### src/rtl/hazard_scheduler.sv
// Hazard controller for the 5-stage MIPS core.
// It tracks in-flight GPR writers in E/M/W and computes the D-stage stall,
// the D/E forwarding selects and the HI/LO (mult/div) busy sequencing.
//
// Handshake: stall acts as the inverse of a D-stage ready. When stall=1 the
// instruction in D is held (PC and F/D frozen) and a bubble enters E. When
// stall=0 the D instruction is accepted on the next rising edge.
module hazard_scheduler #(
  parameter int MULT_CYCLES = 5,
  parameter int DIV_CYCLES  = 10,
  parameter int CNT_W       = 4
) (
  input  logic       clk,
  input  logic       reset,
  input  logic [4:0] D_rs_addr,
  input  logic [4:0] D_rt_addr,
  input  logic [1:0] D_rs_tuse,
  input  logic [1:0] D_rt_tuse,
  input  logic [4:0] D_dst,
  input  logic [1:0] D_tnew,
  input  logic       D_md_start,
  input  logic       D_md_div,
  input  logic       D_md_use,
  output logic       stall,
  output logic [1:0] D_fwd_rs_sel,
  output logic [1:0] D_fwd_rt_sel,
  output logic [1:0] E_fwd_rs_sel,
  output logic [1:0] E_fwd_rt_sel,
  output logic       md_busy
);

  localparam logic [CNT_W-1:0] MULT_LD = CNT_W'(MULT_CYCLES);
  localparam logic [CNT_W-1:0] DIV_LD  = CNT_W'(DIV_CYCLES);

  // Writer trackers. W needs no tnew: anything in W is ready.
  logic [4:0]       e_dst, e_rs, e_rt, m_dst, w_dst;
  logic [1:0]       e_tnew, m_tnew;
  logic [CNT_W-1:0] md_cnt;

  logic rs_stall, rt_stall, md_stall;

  // A register number matches a stage only when non-zero; $0 never hazards.
  function automatic logic hit(input logic [4:0] dst, input logic [4:0] a);
    return (a != 5'd0) && (dst == a);
  endfunction

  // Operand with use time t must wait if a matching writer is not ready in time.
  function automatic logic data_wait(input logic [4:0] a, input logic [1:0] t,
                                     input logic [4:0] ed, input logic [1:0] et,
                                     input logic [4:0] md, input logic [1:0] mt);
    return (hit(ed, a) && (t < et)) || (hit(md, a) && (t < mt));
  endfunction

  // D-stage source: nearest matching stage wins; pending nearest means read RF
  // now and let the E-stage forward supply the right value later.
  function automatic logic [1:0] d_sel(input logic [4:0] a,
                                       input logic [4:0] ed, input logic [1:0] et,
                                       input logic [4:0] md, input logic [1:0] mt,
                                       input logic [4:0] wd);
    if (hit(ed, a))      return (et == 2'd0) ? 2'd1 : 2'd0;
    else if (hit(md, a)) return (mt == 2'd0) ? 2'd2 : 2'd0;
    else if (hit(wd, a)) return 2'd3;
    else                 return 2'd0;
  endfunction

  // E-stage source: M if it matches and is ready, else W; a pending M copy is
  // never bypassed in favour of an older W value.
  function automatic logic [1:0] e_sel(input logic [4:0] a,
                                       input logic [4:0] md, input logic [1:0] mt,
                                       input logic [4:0] wd);
    if (hit(md, a))      return (mt == 2'd0) ? 2'd1 : 2'd0;
    else if (hit(wd, a)) return 2'd2;
    else                 return 2'd0;
  endfunction

  // Stall and forwarding decode from tracker state and D inputs.
  always_comb begin
    md_busy      = (md_cnt != '0);
    rs_stall     = data_wait(D_rs_addr, D_rs_tuse, e_dst, e_tnew, m_dst, m_tnew);
    rt_stall     = data_wait(D_rt_addr, D_rt_tuse, e_dst, e_tnew, m_dst, m_tnew);
    md_stall     = (D_md_use || D_md_start) && md_busy;
    stall        = rs_stall || rt_stall || md_stall;
    D_fwd_rs_sel = d_sel(D_rs_addr, e_dst, e_tnew, m_dst, m_tnew, w_dst);
    D_fwd_rt_sel = d_sel(D_rt_addr, e_dst, e_tnew, m_dst, m_tnew, w_dst);
    E_fwd_rs_sel = e_sel(e_rs, m_dst, m_tnew, w_dst);
    E_fwd_rt_sel = e_sel(e_rt, m_dst, m_tnew, w_dst);
  end

  // Advance the writer trackers; a stall drops a bubble into E.
  always_ff @(posedge clk or posedge reset) begin
    if (reset) begin
      e_dst  <= '0;
      e_tnew <= '0;
      e_rs   <= '0;
      e_rt   <= '0;
      m_dst  <= '0;
      m_tnew <= '0;
      w_dst  <= '0;
    end else begin
      w_dst  <= m_dst;
      m_dst  <= e_dst;
      m_tnew <= (e_tnew == 2'd0) ? 2'd0 : e_tnew - 2'd1;
      if (stall) begin
        e_dst  <= '0;
        e_tnew <= '0;
        e_rs   <= '0;
        e_rt   <= '0;
      end else begin
        e_dst  <= D_dst;
        e_tnew <= D_tnew;
        e_rs   <= D_rs_addr;
        e_rt   <= D_rt_addr;
      end
    end
  end

  // HI/LO occupancy countdown; a start only loads once it actually leaves D.
  always_ff @(posedge clk or posedge reset) begin
    if (reset) begin
      md_cnt <= '0;
    end else if (!stall && D_md_start) begin
      md_cnt <= D_md_div ? DIV_LD : MULT_LD;
    end else if (md_cnt != '0) begin
      md_cnt <= md_cnt - 1'b1;
    end
  end

endmodule
### config.mk
export PLATFORM = sky130hd
export DESIGN_NAME = hazard_scheduler
export DESIGN_NICKNAME = d
export VERILOG_FILES = /design/src/rtl/hazard_scheduler.sv
export SDC_FILE = /design/constraint.sdc
export NUM_CORES = 1
export LEC_CHECK = 0
export CAP_MARGIN = 20
export CORE_UTILIZATION = 56
export CTS_BUF_LIST = sky130_fd_sc_hd__clkbuf_16
export CTS_CLUSTER_SIZE = 12
export DETAILED_ROUTE_END_ITERATION = 8
export PLACE_DENSITY_LB_ADDON = 0.1
export SLEW_MARGIN = 15
export SYNTH_ARGS = -nofsm -noshare
export SYNTH_HDL_FRONTEND = slang
export SYNTH_SLANG_ARGS = --single-unit
### constraint.sdc
create_clock -name clk -period 3.9 [get_ports clk]
set_input_delay 0.39 -clock clk [delete_from_list [all_inputs] [get_ports clk]]
set_output_delay 0.39 -clock clk [all_outputs]
set_load 0.05 [all_outputs]
==> Word-level counts from Yosys, hierarchy flattened <==
Cells that the tools add are included.
{ "classes": {"n_reduce_logical": 30, "add_sub_neg": 2, "eq_ne": 10, "n_mux": 21, "n_lt_le_gt_ge": 4} }
{ "op_table": {"columns": ["cell", "count"], "rows": [
  ["$eq A5 B5 Y1", 10],
  ["$mux W2", 13],
  ["$reduce_bool A5 Y1", 4],
  ["$logic_and A1 B1 Y1", 16],
  ["$mux W5", 3],
  ["$mux W4", 3],
  ["$lt A2 B2 Y1", 4],
  ["$logic_or A1 B1 Y1", 5],
  ["$logic_not A2 Y1", 2],
  ["$reduce_bool A4 Y1", 1],
  ["$sub A4 B1 Y4 const B", 1],
  ["$mux W1", 2],
  ["$reduce_bool A2 Y1", 1],
  ["$sub A2 B1 Y2 const B", 1],
  ["$logic_not A1 Y1", 1]
]} }
{ "word_totals": {"input_bits": 26, "word_cells": 75, "register_bits": 33} }

==> Logic depth before layout (Yosys ltp) <==
Gate-level depths: netlist of run 1.
{ "depth": {"word_depth": 9, "mapped_depth": 8} }

==> Worst setup path before layout of run 1 <==
Ideal clock, no wire load.
{ "synth_path": {"kind": "in2out", "from": "in D_rs_addr[1]", "to": "out D_fwd_rs_sel[1]", "n_path_buf": 0, "t_arrival_ns": 2.108, "cell_stages": 6, "slack_ns": 1.402, "t_required_ns": 3.510, "path_cell_list": "or4_4 o211ai_1 nor2_1 nor3_1 a21oi_1 nor2_1"} }
{ "synth_between": {"elab_chain_cells": 5} }
{ "synth_lines": {"columns": ["element", "line", "rtl"], "rows": [
  ["start: declaration", "15", "input logic [4:0] D_rs_addr,"],
  ["$eq A5 B5 Y1 / $reduce_bool A5 Y1 (equally long branches)", "44", "return (a != 5'd0) && (dst == a);"],
  ["$logic_and A1 B1 Y1", "44", null],
  ["$mux W2", "62", "else if (hit(wd, a)) return 2'd3;"],
  ["$mux W2", "61", "else if (hit(md, a)) return (mt == 2'd0) ? 2'd2 : 2'd0;"],
  ["$mux W2 (*)", "60", "if (hit(ed, a)) return (et == 2'd0) ? 2'd1 : 2'd0;"],
  ["end: declaration", "25", "output logic [1:0] D_fwd_rs_sel,"]
]} }
Mark *: on every way between the ends. The rest lies on a longest branch, timed or not.

==> Worst setup path in the final report of run 1 <==
{ "layout_path": {"from": "in D_rs_addr[1]", "to": "out D_fwd_rs_sel[0]"} }
The elaborated chain is that of the path after synthesis.

==> results of run 1 <==
[worst max-delay path: stages]
cell and delay (ns):
sky130_fd_sc_hd__clkdlybuf4s50_1 0.52, sky130_fd_sc_hd__or4_4 0.60, sky130_fd_sc_hd__o211ai_1 0.26, sky130_fd_sc_hd__nor2_1 0.10
sky130_fd_sc_hd__nor3_1 0.25, sky130_fd_sc_hd__mux2_1 0.18, sky130_fd_sc_hd__clkdlybuf4s50_1 0.81
[final cells by class]
| class | count | area [um2] | share of cell area (%) |
|---|---|---|---|
| clock buffer | 5 | 125 | 4.91 |
| tap | 46 | 57.6 | 2.26 |
| inverter | 8 | 30.0 | 1.18 |
| clock inverter | 3 | 46.3 | 1.82 |
| multi-input combinational | 145 | 1090 | 42.8 |
| sequential | 33 | 826 | 32.4 |
| timing repair buffer | 38 | 373 | 14.6 |
[power by group through the flow]
stage	combinational [uW]	sequential, uW	clock, uW
2_1_floorplan	445	489	0
3_5_place_dp	586	526	0
4_1_cts	591	520	451
6_report	587	520	447
3_3_place_gp	567	519	0
5_1_grt	642	531	471
[cells by family after synthesis]
| kind of cell | after synthesis | share of synthesized area (%) |
|---|---|---|
| xor gates and xnor gates | 52 | 23.0 |
| and+or+nand+nor | 66 | 18.8 |
| adders and majority gates | 6 | 3.79 |
| buffers and inverters | 14 | 3.22 |
| AOI/OAI and AO/OA | 16 | 6.83 |
| DFF | 33 | 41.7 |
| muxes | 5 | 2.65 |
[path summary, 6_finish.rpt]
check,from,cells past startpoint,endpoint,slack [ns]
worst max-delay path,D_rs_addr[1],7,D_fwd_rs_sel[0],0.39
worst min-delay path,e_dst[1]$_DFF_PP0_,0,m_dst[1]$_DFF_PP0_,0.46
worst max register to register,m_dst[0]$_DFF_PP0_,7,e_rt[4]$_DFF_PP0_,1.74
worst min register to register,e_dst[1]$_DFF_PP0_,0,m_dst[1]$_DFF_PP0_,0.46
max in group asynchronous,reset,3,m_tnew[1]$_DFF_PP0_,3.12
min in group asynchronous,reset,3,e_dst[2]$_DFF_PP0_,0.49
[metrics by stage]
stage | std cells | hold slack, ns | power, uW
3_3_place_gp | 270 | 0.443 | 1090
4_1_cts | 278 | 0.458 | 1560
6_report | 278 | 0.456 | 1550
2_1_floorplan | 192 | 0.352 | 934
5_1_grt | 278 | 0.464 | 1640
3_5_place_dp | 270 | 0.446 | 1110
[state kept, by name, summed over array words and instances (netlist names)]
signal / cells
e_dst: 5
e_rs: 5
e_rt: 5
e_tnew: 2
m_dst: 5
m_tnew: 2
md_cnt: 4
w_dst: 5
[layer usage]
| metal | part of all wire, % | wire (um) | vias up | GRT usage (%) |
|---|---|---|---|---|
| met3 | 3.7 | 165 | 8 | 6.93 |
| met5 | 0 | 0 | - | 0 |
| met2 | 53 | 2340 | 42 | 46.4 |
| met4 | 1.6 | 69 | 0 | 10.5 |
| met1 | 41 | 1820 | 718 | 30.9 |
| li1 | - | - | 721 | - |
[Yosys cell counts (3+ instances only)]
cell,instances,area (um2)
sky130_fd_sc_hd__inv_1,7,26.3
sky130_fd_sc_hd__and2_1,18,113
sky130_fd_sc_hd__dfrtp_1,33,826
sky130_fd_sc_hd__nor2_1,15,56.3
sky130_fd_sc_hd__xnor2_1,35,307
sky130_fd_sc_hd__ha_1,6,75.1
sky130_fd_sc_hd__mux2i_1,3,30.0
sky130_fd_sc_hd__clkbuf_1,3,11.3
sky130_fd_sc_hd__xor2_1,17,149
sky130_fd_sc_hd__nor3_1,11,55.1
sky130_fd_sc_hd__a21oi_1,4,20.0
sky130_fd_sc_hd__o211ai_1,4,30.0
sky130_fd_sc_hd__nand2b_1,4,25.0
sky130_fd_sc_hd__nand3_1,6,30.0
==> summary.md, run 1 <==
| Metric | Value |
|---|---|
| Initial core utilization | between 50 and 60% |
| H-tree levels | 2 |
| Number of antenna violations at the first check in global routing | 0 |
| Detail-routed net length per standard cell | between 15 and 20 um |
| Proportion of layout cells with a drive suffix above 1 | ~8.2% |
| Half-perimeter wire length after detailed placement | ~3400 um |
| Smallest setup slack after layout | 0.385 ns |
| Setup Skew | about 0.0057 ns |
| Sequential cell fraction of total power | approximately a third |
| Core Area | 3360 um2 |
| Global-route wire length before repair | 6840 um |
| Syn_nets | 224 |
| Number of enable-type register cells in the synthesized netlist | 0 |
| Post-CTS Repair Setup Buffers | 0 |
| Sink Count | 33 |
| Portion of total power attributed to the clock network | roughly 29% |
| Cells after synthesis | roughly 190 |
| DRC violation count after routing | 0 |
| Summed instance area of the synthesized netlist | just under 2000 um2 |
| Fraction of the cycle the final worst path needs | between 90 and 100% |
| Deepest clock path buffer count | 2 |
| Slew HR | between 60% and 70% |
| Portion of total power attributed to combinational logic | 37.8% |
| GP Congestion | ~0.92 |
| Area of all placed cells without fillers | ~2500 um2 |
| Final antenna-violating net count | 0 |
| Vertical die dimension | between 60 and 70 um |
| Maximum Capacitance Violations | 0 |
| Final cell utilization of the core | 75.7% |
| Worst Setup Start Kind | primary input |
| Peak clock frequency supported by timing | between 200 and 300 MHz |
| Post-synth cell types | 33 |
| Later-pin clock latency in the skew report | ~0.28 ns |
| Clock transition at the register clock pins on the worst setup and hold paths after CTS | 0.05 ns |
| Sequential fraction of the synthesis area | 41.7% |
| Input/output buffers | 35 |
| Most used cells in the layout excluding fill and tap cells | sky130_fd_sc_hd__xnor2_1 (35), sky130_fd_sc_hd__clkdlybuf4s50_1 (35), sky130_fd_sc_hd__dfrtp_1 (33) |
| Post-Place Cell Area | between 2000 and 2500 um2 |
| Minimum clock period | 3.51 ns |
| Average cell area after synthesis | between 10 and 15 um2 |
| Grt total ovfl | 0 |
| Cts bufs inserted | 5 |
| Count of pins on the block boundary | 36 |
| Largest net degree at the start of global routing | 34 |
| Vias per cell | between 5 and 6 |
| Internal power summed over all cells | between 900 and 1000 uW |
| Worst ir drop on vdd | 0.368 mV |
| Total setup violations reported at the end of the flow | 0 |
| Hold Buf Count CTS | 0 |
| Leakage power summed over all cells | ~0.0011 uW |
| Post-synth top flop | sky130_fd_sc_hd__dfrtp_1 |
| Setup TNS after final layout | 0 ns |
| Via count | ~1500 |
| Endpoint kind of the worst setup timing path | output pin |
| Final max-slew violation count | 0 |
| Switching fraction of total power | 36.1% |
| Synth-to-Final Area Change | 28.7% |
| Worst path arrival time | roughly 3.1 ns |
| Register bit count reported by yosys | 33 |
| Switching power of the nets | 561 uW |
| Wire length after detailed routing | 4400 um |
| Power density over the cells | slightly above 600 nW/um2 |
| CTS-repair resized insts | 0 |
| FILL cells | roughly 270 |
| Post-layout nets | around 260 |
| Status | finished clean |
| Via count of the first global-routing pass | approximately 1400 |
| Cell at the root of the clock tree | sky130_fd_sc_hd__clkbuf_16 |
| Die width | ~60 um |
| Number of antenna diodes | 0 |
| Count of final hold-check violations | 0 |
| Global-route usage over all layers | about a quarter |
| Slew at the pin closest to its max-slew limit | ~0.56 ns |
| Row count | 21 |
| Setup Slack @ Placement | 0.442 ns |
| Die Area | about 3800 um2 |
| Maximum fanout encountered on the critical timing path | 5 |
| Worst hold path type | flop to flop |
| Unrepaired setup endpoints after global routing | false |
| Starting DRC count in detailed routing | 62 |
| Type of the setup path with the least slack | primary input to output pin |
| Drt pass-1 iters | 4 |
| Number of warnings printed during yosys synthesis | 0 |
| Share of async-settable or async-resettable flops after synthesis | 100% |
| Clock tree from TritonCTS | done |
| Required time reported for the critical path endpoint | between 3 and 4 ns |
Power figures use the tool's default switching activity.
==> run 2, diff against run 1 <==
--- a/config.mk
+++ b/config.mk
@@ -6,10 +6,12 @@
 export NUM_CORES = 1
 export LEC_CHECK = 0
 export CAP_MARGIN = 20
-export CORE_UTILIZATION = 56
+export CORE_UTILIZATION = 60
 export CTS_BUF_LIST = sky130_fd_sc_hd__clkbuf_16
 export CTS_CLUSTER_SIZE = 12
 export DETAILED_ROUTE_END_ITERATION = 8
+export DONT_BUFFER_PORTS = 1
+export GPL_TIMING_DRIVEN = 0
 export PLACE_DENSITY_LB_ADDON = 0.1
 export SLEW_MARGIN = 15
 export SYNTH_ARGS = -nofsm -noshare
==> run 2 against run 1 <==
  * Global-route usage is 0.11 points lower
  * Clock skew decreased by 0.0016 ns
  * Maximum frequency rose by 21%
  * Total power is 5.3% lower
  * Via count decreased by 7.9%
  * Die area shrank 6.5%
  * Clock-buffer cell count is the same
  * Critical path depth is 1 higher
  * Critical endpoint is now stall
  * Largest cell class unchanged
  * Highest routed layer unchanged
==> summary.md, run 2 (synthesis results as in run 1) <==
| Metric | Value |
|---|---|
| Number of antenna diodes | 0 (unchanged) |
| Hold Buf Count CTS | 0 (unchanged) |
| Slew HR | 40.6% (-21 points) |
| Most used cells in the layout excluding fill and tap cells | sky130_fd_sc_hd__xnor2_1 (35), sky130_fd_sc_hd__dfrtp_1 (33), sky130_fd_sc_hd__and2_1 (18) |
| Endpoint kind of the worst setup timing path | output pin |
| Synth-to-Final Area Change | 13.3% |
| Required time reported for the critical path endpoint | 3.51 ns (about the same) |
| Worst path arrival time | 2.52 ns (-0.60 ns) |
| Die Area | 3530 um2 (-6.5%) |
| Deepest clock path buffer count | 2 (unchanged) |
| Final cell utilization of the core | 72.3% (-3.4 points) |
| Clock transition at the register clock pins on the worst setup and hold paths after CTS | 0.06 ns (about the same) |
| Wire length after detailed routing | 4050 um (-8.1%) |
| Later-pin clock latency in the skew report | 0.28 ns (about the same) |
| Status | finished clean |
| Most common cell after layout, fill and taps aside | sky130_fd_sc_hd__xnor2_1 |
| Drt pass-1 iters | 4 (unchanged) |
| Core Area | 3100 um2 (-7.7%) |
| Vias per cell | 5.60 (+4.5%) |
| Count of final hold-check violations | 0 (unchanged) |
| CP Depth | 8 (+1) |
| Worst Setup Start Kind | flop |
| Leakage power summed over all cells | 0.000983 uW (-10%) |
| Number of antenna violations at the first check in global routing | 0 (unchanged) |
| Setup TNS after final layout | 0 ns (unchanged) |
| Worst ir drop on vdd | 0.382 mV (+3.8%) |
| Critical-path cell with the highest stage delay | sky130_fd_sc_hd__a2111oi_0 |
| Unrepaired setup endpoints after global routing | false |
| Highest cell delay on the worst timing path | 0.62 ns (-0.19 ns) |
| Combined buffer and inverter count along the critical path | 3 (+1) |
| Worst hold path type | primary input to async pin |
| Setup Skew | 0.00417 ns (-0.00157 ns) |
| Peak clock frequency supported by timing | 343 MHz (+21%) |
| Type of the setup path with the least slack | flop to output pin |
| Post-CTS Repair Setup Buffers | 0 (unchanged) |
| Post-layout nets | 232 (-12%) |
| Initial core utilization | 63.8% (+4.9 points) |
| Power, Total | 1470 uW (-5.3%) |
| Critical path cell sequence | clkbuf_1 -> xnor2_1 -> nand3_1 -> a2111oi_0 -> nor4_2 -> o21a_2 -> buf_6 -> inv_2 |
| Dominant delay contributor by cell family on the critical path | compound AO/OA/AOI/OAI gates |
| Detail-routed net length per standard cell | 16.5 um (+4.3%) |
| Final max-slew violation count | 0 (unchanged) |
| Starting DRC count in detailed routing | 41 (-34%) |
| Proportion of layout cells with a drive suffix above 1 | 10.4% (+2.3 points) |
| Clock tree from TritonCTS | done |
| H-tree levels | 2 (unchanged) |
| Fraction of the cycle the final worst path needs | 74.7% (-15 points) |
| Largest net degree at the start of global routing | 21 (-38%) |
| Via count of the first global-routing pass | 1376 (-4.6%) |
| DRC violation count after routing | 0 (unchanged) |
| Vertical die dimension | 59.4 um (-3.3%) |
| Grt total ovfl | 0 (unchanged) |
| Cts bufs inserted | 5 (unchanged) |
| Global-route usage over all layers | 26.3% (-0.11 points) |
| Input/output buffers | 0 (-100%) |
| Row count | 20 (-4.8%) |
| Sink Count | 33 (unchanged) |
| Power density over the cells | 656 nW/um2 (+7.6%) |
| CTS-repair resized insts | 0 (unchanged) |
| GP Congestion | 0.920 (+0.43%) |
| Total setup violations reported at the end of the flow | 0 (unchanged) |
| Slew at the pin closest to its max-slew limit | 0.887 ns (+0.331 ns) |
| Count of pins on the block boundary | 36 (unchanged) |
| Maximum Capacitance Violations | 0 (unchanged) |
| Final antenna-violating net count | 0 (unchanged) |
| Die width | 59.4 um (-3.3%) |
| Cell at the root of the clock tree | sky130_fd_sc_hd__clkbuf_16 |
| Depth of the most critical reg-to-reg path | 8 (+1) |
| Via count | 1371 (-7.9%) |
| Minimum clock period | 2.91 ns (-0.602 ns) |
| Half-perimeter wire length after detailed placement | 3160 um (-6.4%) |
| Maximum fanout encountered on the critical timing path | 10 (+5) |
| Global-route wire length before repair | 6410 um (-6.2%) |
run 2: cell count changes in the layout (fill, tap and decap cells not counted), sizes merged:
cell,previous run,this run
clkbuf,5,8
clkdlybuf4s50,35,0
buf,3,4
run 2: routing by layer:
metal / part of all wire (%) / track usage, % / vias up
met1: 43 / 29.1 / 667
met5: 0 / 0 / -
met2: 50 / 46.1 / 32
met3: 3.8 / 7.86 / 11
li1: - / - / 661
met4: 3.3 / 12.2 / 0
run 2: final cells by class:
class | count | area (um2)
sequential | 33 | 826
fill | 257 | 860
clock inverter | 3 | 46.3
clock buffer | 5 | 125
timing repair buffer | 1 | 27.5
buffer | 6 | 33.8
multi-input combinational | 145 | 1100
tap | 44 | 55.1
inverter | 8 | 30.0
run 2: worst paths after layout:
| path | start | to | slack [ns] |
|---|---|---|---|
| min reg2reg | m_dst[0]$_DFF_PP0_ | w_dst[0]$_DFF_PP0_ | 0.38 |
| min | reset | md_cnt[3]$_DFFE_PP0P_ | 0.06 |
| max | m_dst[1]$_DFF_PP0_ | stall | 0.99 |
| max in group asynchronous | reset | e_tnew[1]$_DFF_PP0_ | 3.34 |
| min in group clk | D_md_div | md_cnt[0]$_DFFE_PP0P_ | 0.20 |
| max reg2reg | m_dst[1]$_DFF_PP0_ | md_cnt[2]$_DFFE_PP0P_ | 1.54 |
run 2: per-stage QoR:
stage / setup slack, ns / hold WS (ns) / instances / instance area, um2
after detailed placement: 1.21 / 0.366 / 237 / 2070
final: 0.987 / 0.0572 / 245 / 2240
after floorplan: 1.40 / 0.352 / 192 / 1980
after global placement: 1.19 / 0.356 / 236 / 2030
after global routing: 0.916 / 0.108 / 245 / 2240
after CTS: 1.00 / 0.0741 / 245 / 2240
run 2: worst register-to-register path, delay by kind of cell (launching register included):
family,cells,cell delay (ns)
XOR/XNOR,1,0.17
buffers and inverters,2,0.47
AO/OA/AOI/OAI,2,0.84
flip-flops,1,0.35
AND/OR/NAND/NOR,3,0.42
run 2: power by group:
| part | total (uW) | internal (uW) | switching (uW) | leakage (uW) |
|---|---|---|---|---|
| registers | 511 | 418 | 92.4 | 0.000435 |
| logic | 512 | 211 | 301 | 0.000468 |
| clock network | 448 | 302 | 147 | 0.0000800 |
